===== config.mk =====
export PLATFORM = sky130hd
export DESIGN_NAME = trig_axis_sequencer
export DESIGN_NICKNAME = d
export VERILOG_FILES = /design/src/rtl/trig_axis_sequencer.sv
export SDC_FILE = /design/constraint.sdc
export NUM_CORES = 1
export LEC_CHECK = 0
export BUFFER_PORTS_ARGS = -buffer_cell sky130_fd_sc_hd__buf_4
export CAP_MARGIN = 25
export CORE_UTILIZATION = 43
export CTS_CLUSTER_DIAMETER = 120
export DETAILED_ROUTE_END_ITERATION = 7
export MAX_ROUTING_LAYER = met4
export PLACE_DENSITY = 0.67
export SYNTH_ARGS = -nofsm -noshare
export SYNTH_HDL_FRONTEND = slang
export SYNTH_SLANG_ARGS = --single-unit

===== constraint.sdc =====
create_clock -name Clk -period 7.85 [get_ports Clk]
set_input_delay 0.3925 -clock Clk [delete_from_list [all_inputs] [get_ports Clk]]
set_output_delay 0.3925 -clock Clk [all_outputs]
set_load 0.05 [all_outputs]

===== src/rtl/trig_axis_sequencer.sv =====
// Time-shares one sin/cos datapath over the x, y and z rotation angles.
// Each angle is reduced into [0, 2pi) before it is issued to the datapath.
module trig_axis_sequencer #(
  parameter int              AW       = 12,
  parameter int              RW       = 14,
  parameter logic [AW-1:0]   TWO_PI   = 12'h648,
  parameter int              TRIG_LAT = 1
) (
  input  logic          Clk,
  input  logic          Reset_n,
  input  logic          start,
  input  logic [AW-1:0] angle_x,
  input  logic [AW-1:0] angle_y,
  input  logic [AW-1:0] angle_z,
  output logic          ready,
  output logic          busy,
  output logic          done,
  output logic [AW-1:0] trig_angle,
  output logic          trig_valid,
  input  logic [RW-1:0] trig_sin,
  input  logic [RW-1:0] trig_cos,
  output logic [RW-1:0] sin_x,
  output logic [RW-1:0] cos_x,
  output logic [RW-1:0] sin_y,
  output logic [RW-1:0] cos_y,
  output logic [RW-1:0] sin_z,
  output logic [RW-1:0] cos_z,
  output logic [1:0]    dbg_state
);

  // Handshake: a request is taken on an edge where start && ready; start at
  // any other time is dropped, and angle_* are sampled only on that edge.

  typedef enum logic [1:0] {
    S_IDLE   = 2'd0,
    S_REDUCE = 2'd1,
    S_WAIT   = 2'd2,
    S_DONE   = 2'd3
  } state_t;

  localparam logic [3:0] LAT = 4'(TRIG_LAT);

  state_t        state;
  logic [AW-1:0] work_x, work_y, work_z;
  logic [AW-1:0] cur;
  logic [1:0]    axis;
  logic [3:0]    cnt;

  assign dbg_state = state;

  always_comb begin
    cur = work_z;
    case (axis)
      2'd0:    cur = work_x;
      2'd1:    cur = work_y;
      default: cur = work_z;
    endcase
  end

  always_ff @(posedge Clk or negedge Reset_n) begin
    if (!Reset_n) begin
      state      <= S_IDLE;
      ready      <= 1'b1;
      busy       <= 1'b0;
      done       <= 1'b0;
      trig_valid <= 1'b0;
      trig_angle <= '0;
      work_x     <= '0;
      work_y     <= '0;
      work_z     <= '0;
      axis       <= 2'd0;
      cnt        <= 4'd0;
      sin_x      <= '0;
      cos_x      <= '0;
      sin_y      <= '0;
      cos_y      <= '0;
      sin_z      <= '0;
      cos_z      <= '0;
    end else begin
      case (state)
        S_IDLE: begin
          if (start) begin
            work_x <= angle_x;
            work_y <= angle_y;
            work_z <= angle_z;
            axis   <= 2'd0;
            ready  <= 1'b0;
            busy   <= 1'b1;
            state  <= S_REDUCE;
          end
        end
        S_REDUCE: begin
          // One subtraction per cycle; at most two are ever needed for AW=12.
          if (cur >= TWO_PI) begin
            case (axis)
              2'd0:    work_x <= cur - TWO_PI;
              2'd1:    work_y <= cur - TWO_PI;
              default: work_z <= cur - TWO_PI;
            endcase
          end else begin
            trig_angle <= cur;
            cnt        <= LAT;
            trig_valid <= 1'b1;
            state      <= S_WAIT;
          end
        end
        S_WAIT: begin
          if (cnt == 4'd1) begin
            case (axis)
              2'd0: begin
                sin_x <= trig_sin;
                cos_x <= trig_cos;
              end
              2'd1: begin
                sin_y <= trig_sin;
                cos_y <= trig_cos;
              end
              default: begin
                sin_z <= trig_sin;
                cos_z <= trig_cos;
              end
            endcase
            trig_valid <= 1'b0;
            if (axis == 2'd2) begin
              done  <= 1'b1;
              state <= S_DONE;
            end else begin
              axis  <= axis + 2'd1;
              state <= S_REDUCE;
            end
          end else begin
            cnt <= cnt - 4'd1;
          end
        end
        S_DONE: begin
          done  <= 1'b0;
          busy  <= 1'b0;
          ready <= 1'b1;
          state <= S_IDLE;
        end
        default: begin
          done       <= 1'b0;
          busy       <= 1'b0;
          ready      <= 1'b1;
          trig_valid <= 1'b0;
          state      <= S_IDLE;
        end
      endcase
    end
  end

endmodule


Word level (Yosys, flattened, before mapping)

Index checks and enable logic that the tools add are counted.

Output and inout bits: 102
Memories kept: 0
RAM bits: 0
Bits in latches: 0
Bits in registers: 144
Bits of input ports: 67
Bits in read-only memories: 0

Bitwise gates (word level): 2
Reductions and logical operators: 21
Divide/modulo/power cells: 0
Multiply operators: 0
$add $sub $neg: 3
$lt $le $gt $ge: 1
Equal/unequal tests: 16
Shifts and indexed selects: 0
Muxes and demuxes: 35

Operators by type and width:

| operator                                                                              | number |
|---|---|
| 12-bit 2-to-1 mux                                                                     | 9 |
| 12-bit one-hot mux with 2 select lines                                                | 4 |
| 3-bit AND reduction                                                                   | 7 |
| 2-bit != test, second input constant                                                  | 10 |
| 4-bit AND reduction                                                                   | 4 |
| 2-bit 2-to-1 mux                                                                      | 7 |
| 12-bit by 11-bit greater-or-equal comparator with 1-bit output, second input constant | 1 |
| 12-bit by 11-bit subtractor with 12-bit output, second input constant                 | 1 |
| 2-bit nonzero test                                                                    | 5 |
| 4-bit 2-to-1 mux                                                                      | 2 |
| 1-bit one-hot mux with 2 select lines                                                 | 4 |
| 2-bit one-hot mux with 4 select lines                                                 | 1 |
| 4-bit one-hot mux with 2 select lines                                                 | 1 |
| 2-bit == test, second input constant                                                  | 3 |
| 1-bit 2-to-1 mux                                                                      | 6 |
| 2-bit by 1-bit == test with 1-bit output, second input constant                       | 2 |
| 4-bit by 1-bit == test with 1-bit output, second input constant                       | 1 |
| 2-bit zero test                                                                       | 2 |
| 2-bit one-hot mux with 2 select lines                                                 | 1 |
| 2-bit AND reduction                                                                   | 2 |
| 4-bit by 1-bit subtractor with 4-bit output, second input constant                    | 1 |
| 2-bit by 1-bit adder with 2-bit output, second input constant                         | 1 |
| 1-bit NOT                                                                             | 2 |
| 2-bit OR reduction                                                                    | 1 |

Longest topological paths before layout

Gate-level depths: netlist of the first run.

Depth after elaboration: 6
Depth in mapped cells: 13

Worst setup path before layout of the first run

No wires, ideal clock.

Kind: reg2reg
From: register axis[0]
To: register work_z[9]
Clock period less this slack: 2.750 ns
Slack: 5.100 ns
Cell stages (with the launch flop): 14
Arrival time: 2.622 ns
Buffers on the path: 1
Cells stage by stage: dfrtp_1 -> inv_1 -> ha_1 -> buf_2 -> a22o_1 -> a21o_1 -> inv_2 -> ha_1 -> inv_1 -> o32ai_1 -> nand3_1 -> xor2_1 -> o21ai_0 -> mux2_1

Word-level cells in the longest chain between the ends: 6
Elaborated cells on any way between the ends: 12
Those cells by class: 1 x add/sub; 1 x order compare; 3 x eq/ne; 4 x mux; 3 x reduce/logical

RTL lines:

| what                                                                               | RTL line | RTL |
|---|---|---|
| start, declared                                                                    | 46       | `logic [1:0] axis;` |
| start signal, assigned                                                             | 128      | `axis <= axis + 2'd1;` |
| 2-bit by 1-bit == test with 1-bit output / 2-bit zero test (equally long branches) | 53, 95   |  |
| 12-bit one-hot mux with 2 select lines                                             | 53       | `case (axis)` |
| 12-bit by 11-bit subtractor with 12-bit output                                     | 98       | `default: work_z <= cur - TWO_PI;` |
| 12-bit 2-to-1 mux                                                                  | 95       | `case (axis)` |
| 12-bit 2-to-1 mux                                                                  | 94       | `if (cur >= TWO_PI) begin` |
| 12-bit one-hot mux with 2 select lines                                             | 80       | `case (state)` |
| end signal, assigned                                                               | 85       | `work_z <= angle_z;` |
| end signal, assigned                                                               | 98       |  |
| end, declared                                                                      | 44       | `logic [AW-1:0] work_x, work_y, work_z;` |

Parallel ways exist; a longest one is shown, timed or not. The select of a mux whose other input is x is not followed.
A chain may end at the register's enable or synchronous reset.

Final worst setup path of the first run

From: register axis[1]
To: register work_y[8]

Word-level cells in the longest chain between the ends: 6
Elaborated cells on any way between the ends: 11
Those cells by class: 1 x add/sub; 1 x order compare; 3 x eq/ne; 4 x mux; 2 x reduce/logical

RTL lines:

| what                                                                               | RTL line | RTL |
|---|---|---|
| 2-bit by 1-bit == test with 1-bit output / 2-bit zero test (equally long branches) | 53, 95   |  |
| 12-bit one-hot mux with 2 select lines                                             | 53       |  |
| 12-bit by 11-bit subtractor with 12-bit output                                     | 97       | `2'd1: work_y <= cur - TWO_PI;` |
| 12-bit 2-to-1 mux                                                                  | 95       |  |
| 12-bit 2-to-1 mux                                                                  | 94       |  |
| 12-bit one-hot mux with 2 select lines                                             | 80       |  |
| end signal, assigned                                                               | 84       | `work_y <= angle_y;` |
| end signal, assigned                                                               | 97       |  |
| end, declared                                                                      | 44       |  |

Parallel ways exist; a longest one is shown, timed or not. The select of a mux whose other input is x is not followed.

==> summary.log, run 1 <==
INFO  run_status     outcome=completed
INFO  timing         hold_slack=226ps
INFO  synthesis      post_synth_mux_area_share=21.6%
INFO  synthesis      synth_xor_xnor_area_share=0.275%
INFO  synthesis      synth_fa_ha_area_share=1.18%
INFO  clocking       cts_resized=0
INFO  route          number_of_drc_markers_after_the_initial_detailed_route_iteration=270
INFO  critical_path  cpMaxStageDelayCell=ha_1
INFO  route          wirelength=15400µm
INFO  timing         max_slew.worst_pin.slew=1040ps
INFO  die            floorplan.io_pins=169
INFO  global_route   grt_start_max_net_pins=76
INFO  synthesis      number_of_distinct_library_cells_after_synthesis=50
INFO  clocking       cts_tree=done
INFO  finish         flow.area_growth_from_synthesis=32.5%
INFO  die            placeableCoreArea=14500µm²
INFO  route          route.detailed.wl_per_inst=17.7µm
INFO  clocking       postCtsSetupRepairBufs=0
INFO  place          place.port_buffers=168
INFO  timing         final_tns_setup=0ps
INFO  clocking       tritoncts.num_buffers=17
INFO  synthesis      synth_async_sr_flop_share=100%
INFO  synthesis      yosysSeqAreaShare=56.6%
INFO  hold_path      min_delay_path_depth=2
INFO  place          globalplace.congestion=0.849
INFO  timing         final.setup_skew=8.16ps
INFO  finish         multi_input_comb_area=2570µm²
INFO  synthesis      yosys.area_share.simple=7.29%
INFO  timing         timing_max_transition_violations_final=0
INFO  clocking       cts-root-to-sink-buffers=2
INFO  finish         finish.net_count=749
INFO  critical_path  critical-path-top-delay-family=compound AO/OA/AOI/OAI gates
INFO  critical_path  r2r.worst_path.cells=9
INFO  critical_path  critPathKind=reg -> reg
INFO  timing         fin_ws=4050ps
INFO  critical_path  startpoint_type=register
INFO  route          dr_total_vias=4649
INFO  synthesis      synth_edf_count=0
INFO  critical_path  worst-path-buf-inv=2
INFO  clocking       cts_sinks=144
INFO  synthesis      dominantRegCellSynth=dfrtp_1
INFO  synthesis      yosysWarnings=0
INFO  critical_path  cp-end-kind=register
INFO  critical_path  cp_cell_sequence=inv_1 -> ha_1 -> a22o_1 -> a21o_1 -> inv_1 -> a311oi_4 -> o31ai_1 -> a21oi_2 -> mux2_1
INFO  synthesis      syn_avg_cell_area=12.7µm²
INFO  finish         fillerInstances=1201
INFO  die            fp.dieArea=15300µm²
INFO  critical_path  worstPathRequired=8140ps
INFO  place          dp_slack=4090ps
INFO  die            x_dimension_of_the_die=124µm
INFO  synthesis      complex_gate_fraction_of_the_synthesized_area=9.84%
INFO  clocking       clock_tree.root_cell=clkbuf_16
INFO  global_route   vias_in_the_first_global_route=4842
INFO  die            starting_utilization_of_the_core_area=44.0%
INFO  critical_path  total_stage_count_of_the_critical_path=9
INFO  finish         drive_above_1_share=45.9%
INFO  synthesis      main_combinational_cell_family_by_area_after_synthesis=multiplexers
INFO  synthesis      syn-instance-count=503
INFO  clocking       clkSlewWorstSetupHoldPaths=60ps
INFO  die            fp.dieH=124µm
INFO  global_route   grt_overflow=0
INFO  global_route   grt_antenna_before_repair=0
INFO  place          place.detailed.hpwl=10500µm
INFO  synthesis      synthesis.area=6370µm²
INFO  timing         grt_setup_unrepaired=no
INFO  finish         final_core_utilization=58.3%
INFO  timing         min_period_over_period=48.5%
INFO  clocking       holdBufCountCts=1
INFO  finish         seqCellArea=3600µm²
INFO  critical_path  crit_path_max_incr_delay=850ps
INFO  hold_path      worst_hold_path_type=in -> reg
INFO  timing         fmax=263MHz
INFO  run            maxCapViolations=0
INFO  critical_path  worst-endpoint-arrival=4090ps
INFO  global_route   grt_usage=21.7%
INFO  route          routed_via_density=5.34
INFO  timing         timing_hold_violations_final=0
INFO  timing         max_slew_margin=30.9%
INFO  die            placement_rows=44
INFO  synthesis      postSynthRegisterBits=144
INFO  synthesis      syn-num-nets=576
INFO  timing         final_period_minus_worst_setup_slack=3800ps
INFO  clocking       worstSkewPairLatency=410ps
INFO  route          route.antenna.remaining_nets=0
INFO  clocking       cts.htree.levels=4
INFO  global_route   first_pass_grt_wire_length=24300µm
INFO  critical_path  critical-path-top-cell-by-count=inv_1
INFO  route          drt_pass_1_iters=5
INFO  timing         timing.final.setup_violations=0
INFO  critical_path  critical_path_peak_fanout=21
INFO  route          drcViolationCount=0
INFO  finish         antenna_cells_inserted=0
-- cells in the mapped netlist (2+ instances only) --
master	count	area [µm²]
dfrtp_1	143	3580
mux2_2	88	991
nor2_1	46	173
a21oi_1	27	135
nand2_1	26	97.6
mux2_1	20	225
inv_1	19	71.3
mux2i_1	16	160
clkbuf_1	13	48.8
a22o_1	11	96.3
o21ai_0	9	45.0
a31oi_1	7	43.8
a21oi_2	6	52.6
ha_1	6	75.1
nor3_1	5	25.0
a22oi_1	4	30.0
buf_2	4	20.0
buf_6	4	45.0
a211o_1	3	26.3
a2bb2oi_1	3	26.3
and3_1	3	18.8
nand2b_1	3	18.8
nor3b_2	3	37.5
o31ai_2	3	37.5
a21o_1	2	15.0
buf_4	2	15.0
o31ai_1	2	15.0
o32ai_1	2	17.5
xor2_1	2	17.5
-- flip-flops by register name (all words and copies together) (netlist names), 14 cells and up --
| signal | count |
|---|---|
| cos_x | 14 |
| sin_z | 14 |
| cos_y | 14 |
| sin_y | 14 |
| cos_z | 14 |
| sin_x | 14 |
-- cell type report --
class | instances | area share (%)
sequential | 144 | 42.7
inverter | 20 | 0.890
clock buffer | 20 | 5.53
tap | 184 | 2.73
clock inverter | 10 | 1.62
timing repair buffer | 177 | 16.1
multi-input combinational | 316 | 30.4
-- cell families (layout without fill, tap and decap cells) --
kind of cell | after synthesis | in the layout
xor+xnor | 2 | 2
compound gates | 87 | 87
fa+ha+maj | 6 | 6
simple gates | 97 | 97
buf+inv | 43 | 227
flops | 144 | 144
mux | 124 | 124
-- routing by layer --
| metal | vias up | track usage, % | part of all wire [%] |
|---|---|---|---|
| met4 | 0 | 7.08 | 1.2 |
| met2 | 182 | 34.9 | 49 |
| met1 | 2326 | 25.5 | 41 |
| met3 | 13 | 7.55 | 8.1 |
| met5 | - | - | 0 |
| li1 | 2128 | - | - |
-- cells in the final DEF, fill, tap and decap left out, drive strengths merged, types with 5 or more instances in the layout --
cell and instances:
buf 176, dfrtp 143, mux2 108, nor2 48
a21oi 33, nand2 26, inv 20, clkbuf 20
mux2i 16, a22o 11, o21ai 9, a31oi 7
ha 6, nor3 5, o31ai 5
-- stage by stage --
| stage | cells | cell area (µm²) |
|---|---|---|
| 4_1_cts | 870 | 8410 |
| 2_1_floorplan | 503 | 6370 |
| 6_report | 871 | 8440 |
| 3_5_place_dp | 839 | 7800 |
| 3_3_place_gp | 839 | 7800 |
| 5_1_grt | 871 | 8440 |
-- worst paths after layout --
check / startpoint / endpoint / slack [ps]
min reg2reg: cnt[3] / cnt[3] / 480
max in group asynchronous: Reset_n / ready / 6070
min in group asynchronous: Reset_n / cos_z[11] / 600
max reg2reg: axis[1] / work_y[8] / 4050
max: axis[1] / work_y[8] / 4050
min: trig_cos[10] / cos_x[10] / 230
Power of run 1 is left out: the tool's default activity adds up to more than one toggle a clock period on the data nets, which glitch-free logic cannot reach.
==> run 2, diff against run 1 <==
--- a/config.mk
+++ b/config.mk
@@ -11,7 +11,7 @@
 export CTS_CLUSTER_DIAMETER = 120
 export DETAILED_ROUTE_END_ITERATION = 7
 export MAX_ROUTING_LAYER = met4
-export PLACE_DENSITY = 0.67
+export PLACE_DENSITY = 0.7
 export SYNTH_ARGS = -nofsm -noshare
 export SYNTH_HDL_FRONTEND = slang
 export SYNTH_SLANG_ARGS = --single-unit
==> constraint.sdc (replaced) <==
create_clock -name Clk -period 3.1 [get_ports Clk]
set_input_delay 0.155 -clock Clk [delete_from_list [all_inputs] [get_ports Clk]]
set_output_delay 0.155 -clock Clk [all_outputs]
set_load 0.05 [all_outputs]
==> summary.log, run 2 (synthesis gave the netlist of run 1 again) <==
INFO  hold_path      worst_hold_path_type=in -> reg
INFO  hold_path      hold_path_start=angle_y[5]
INFO  run_status     outcome=completed
INFO  route          route.detailed.wl_per_inst=17.8µm [+0.61%]
INFO  clocking       cts.htree.levels=4 [unchanged]
INFO  route          dr_total_vias=4825 [+3.8%]
INFO  critical_path  cp-end-kind=register
INFO  clocking       cts_resized=0 [unchanged]
INFO  critical_path  rr_endpoint=work_y[1]
INFO  die            floorplan.io_pins=169 [unchanged]
INFO  critical_path  critical_path_peak_fanout=12 [-43%]
INFO  critical_path  cp_cell_sequence=inv_1 -> ha_1 -> buf_4 -> a22o_1 -> o22ai_2 -> a311oi_4 -> buf_4 -> o31ai_1 -> a21oi_2 -> buf_4 -> mux2_1
INFO  route          route.antenna.remaining_nets=0 [unchanged]
INFO  critical_path  cpMaxStageDelayCell=dfrtp_1
INFO  route          sum_of_routed_wire_segments_on_met1=6890µm [+7.9%]
INFO  clocking       cts-root-to-sink-buffers=2 [unchanged]
INFO  timing         min_period_over_period=96.1% [+48 points]
INFO  timing         final_period_minus_worst_setup_slack=2980ps [-824 ps]
INFO  route          number_of_drc_markers_after_the_initial_detailed_route_iteration=202 [-25%]
INFO  finish         flow.area_growth_from_synthesis=39.8%
INFO  global_route   vias_in_the_first_global_route=5070 [+4.7%]
INFO  die            x_dimension_of_the_die=124µm [unchanged]
INFO  hold_path      worst_hold_path.endpoint=work_y[5]
INFO  timing         max_slew.worst_pin.slew=848ps [-189 ps]
INFO  global_route   grt_antenna_before_repair=0 [unchanged]
INFO  global_route   grt_usage=23.3% [+1.6 points]
INFO  place          globalplace.congestion=0.880 [+3.6%]
INFO  finish         leading_cell_type_in_the_layout_fill_and_taps_excluded=buf_4
INFO  critical_path  worst-endpoint-arrival=3280ps [-810 ps]
INFO  global_route   grt_start_max_net_pins=89 [+17%]
INFO  finish         antenna_cells_inserted=0 [unchanged]
INFO  route          met2RoutedLength=7890µm [+4.2%]
INFO  global_route   grt_overflow=0 [unchanged]
INFO  critical_path  critPathKind=reg -> reg
INFO  clocking       tritoncts.num_buffers=17 [unchanged]
INFO  route          drt_pass_1_iters=4 [-1]
INFO  die            starting_utilization_of_the_core_area=44.0% [unchanged]
INFO  run            maxCapViolations=0 [unchanged]
INFO  finish         final_cell_mix=buf_4 (191), dfrtp_1 (143), mux2_2 (88)
INFO  global_route   first_pass_grt_wire_length=25800µm [+6.4%]
INFO  finish         finish.net_count=795 [+6.1%]
INFO  place          place.port_buffers=168 [unchanged]
INFO  critical_path  crit_path_max_incr_delay=400ps [-450 ps]
INFO  place          place.detailed.hpwl=11200µm [+6.5%]
INFO  route          drcViolationCount=0 [unchanged]
INFO  critical_path  critical-path-top-cell-by-count=buf_4
INFO  critical_path  reg2reg_from=axis[0]
INFO  critical_path  worstPathRequired=3400ps [-4740 ps]
INFO  critical_path  r2r.worst_path.cells=11 [+2]
INFO  finish         drive_above_1_share=45.4% [-0.41 points]
INFO  die            fp.dieH=124µm [unchanged]
INFO  timing         timing_max_transition_violations_final=0 [unchanged]
INFO  timing         max_slew_margin=43.5% [+13 points]
INFO  die            placeableCoreArea=14500µm² [unchanged]
INFO  clocking       worstSkewPairLatency=420ps [about the same]
INFO  route          routed_via_density=5.25 [-1.6%]
INFO  timing         timing.final.setup_violations=0 [unchanged]
INFO  critical_path  startpoint_type=register
INFO  clocking       clkSlewWorstSetupHoldPaths=60ps [about the same]
INFO  place          dp_area=7950µm² [+2.0%]
INFO  route          highest-signal-layer=met4
INFO  timing         timing_hold_violations_final=0 [unchanged]
INFO  timing         fmax=336MHz [+28%]
INFO  clocking       clock_tree.root_cell=clkbuf_16
INFO  clocking       cts_tree=done
INFO  route          wirelength=16300µm [+6.2%]
INFO  route          route.met3.wl=1230µm [-1.2%]
INFO  die            placement_rows=44 [unchanged]
INFO  critical_path  reg2reg_slack=120ps [-3930 ps]
INFO  timing         final.setup_skew=6.92ps [-1.24 ps]
INFO  die            fp.dieArea=15300µm² [unchanged]
INFO  clocking       cts_sinks=144 [unchanged]
INFO  hold_path      min_delay_path_depth=3 [+1]
INFO  finish         stdcell_area=8900µm² [+5.5%]
-- run 2: cell types whose count changed in the layout (fill, tap and decap cells not counted), moves of 2 or more --
| cell | delta |
|---|---|
| buf_12 | +2 |
| buf_4 | +17 |
| bufinv_16 | +2 |
| clkbuf_8 | -2 |
| clkinvlp_4 | -2 |
| dlygate4sd3_1 | +28 |
| inv_6 | +2 |
-- run 2: cell type report --
type / instances / area [µm²]
Tap cell: 184 / 230
Fill cell: 1133 / 5570
Multi-Input combinational cell: 316 / 2570
Timing Repair Buffer: 223 / 1780
Clock inverter: 13 / 208
Sequential cell: 144 / 3600
Clock buffer: 19 / 443
Inverter: 20 / 75.1
-- run 2: worst max-delay path, delay by kind of cell, from the launching register on --
family / cells / cell delay [ps]
compound gates: 5 / 960
fa+ha+maj: 1 / 300
mux: 1 / 350
buf+inv: 4 / 830
flops: 1 / 400
-- run 2: how the worst max path moves through the flow --
stage / startpoint / end / slack, ps / depth (start not counted)
2_1_floorplan: axis[0] / work_z[9] / 350 / 13
3_3_place_gp: axis[0] / work_z[8] / 280 / 10
3_5_place_dp: axis[0] / work_z[8] / 170 / 10
4_1_cts: axis[0] / work_z[4] / 150 / 10
5_1_grt: axis[0] / work_z[7] / -0.4 / 11
6_report: axis[0] / work_y[1] / 120 / 11
-- run 2: timing repair --
| action | in CTS | in global routing |
|---|---|---|
| hold buffers | 29 | 0 |
| buffers inserted | 0 | 2 |
| setup endpoints to repair | 0 | 7 |
| hold endpoints to repair | 170 | 0 |
-- run 2: routing by layer --
layer  up-vias  GRT usage, %
met5         -             -
met4         0          9.19
met3        29          5.68
met2       194          36.6
met1      2386          29.0
li1       2216             -
-- run 2: through the flow --
stage / setup TNS, ps / worst slack (ps) / hold slack, ps / util (%) / instances
floorplan: 0 / 350 / -141 / - / 503
global placement: 0 / 281 / 265 / 54.9 / 856
detailed placement: 0 / 167 / 283 / 54.9 / 856
CTS: 0 / 149 / 10.1 / 61.4 / 917
global route: -0.434 / -0.434 / 38.7 / 61.5 / 919
finish: 0 / 120 / 21.6 / 61.5 / 919
Power of run 2 is left out for the same reason.
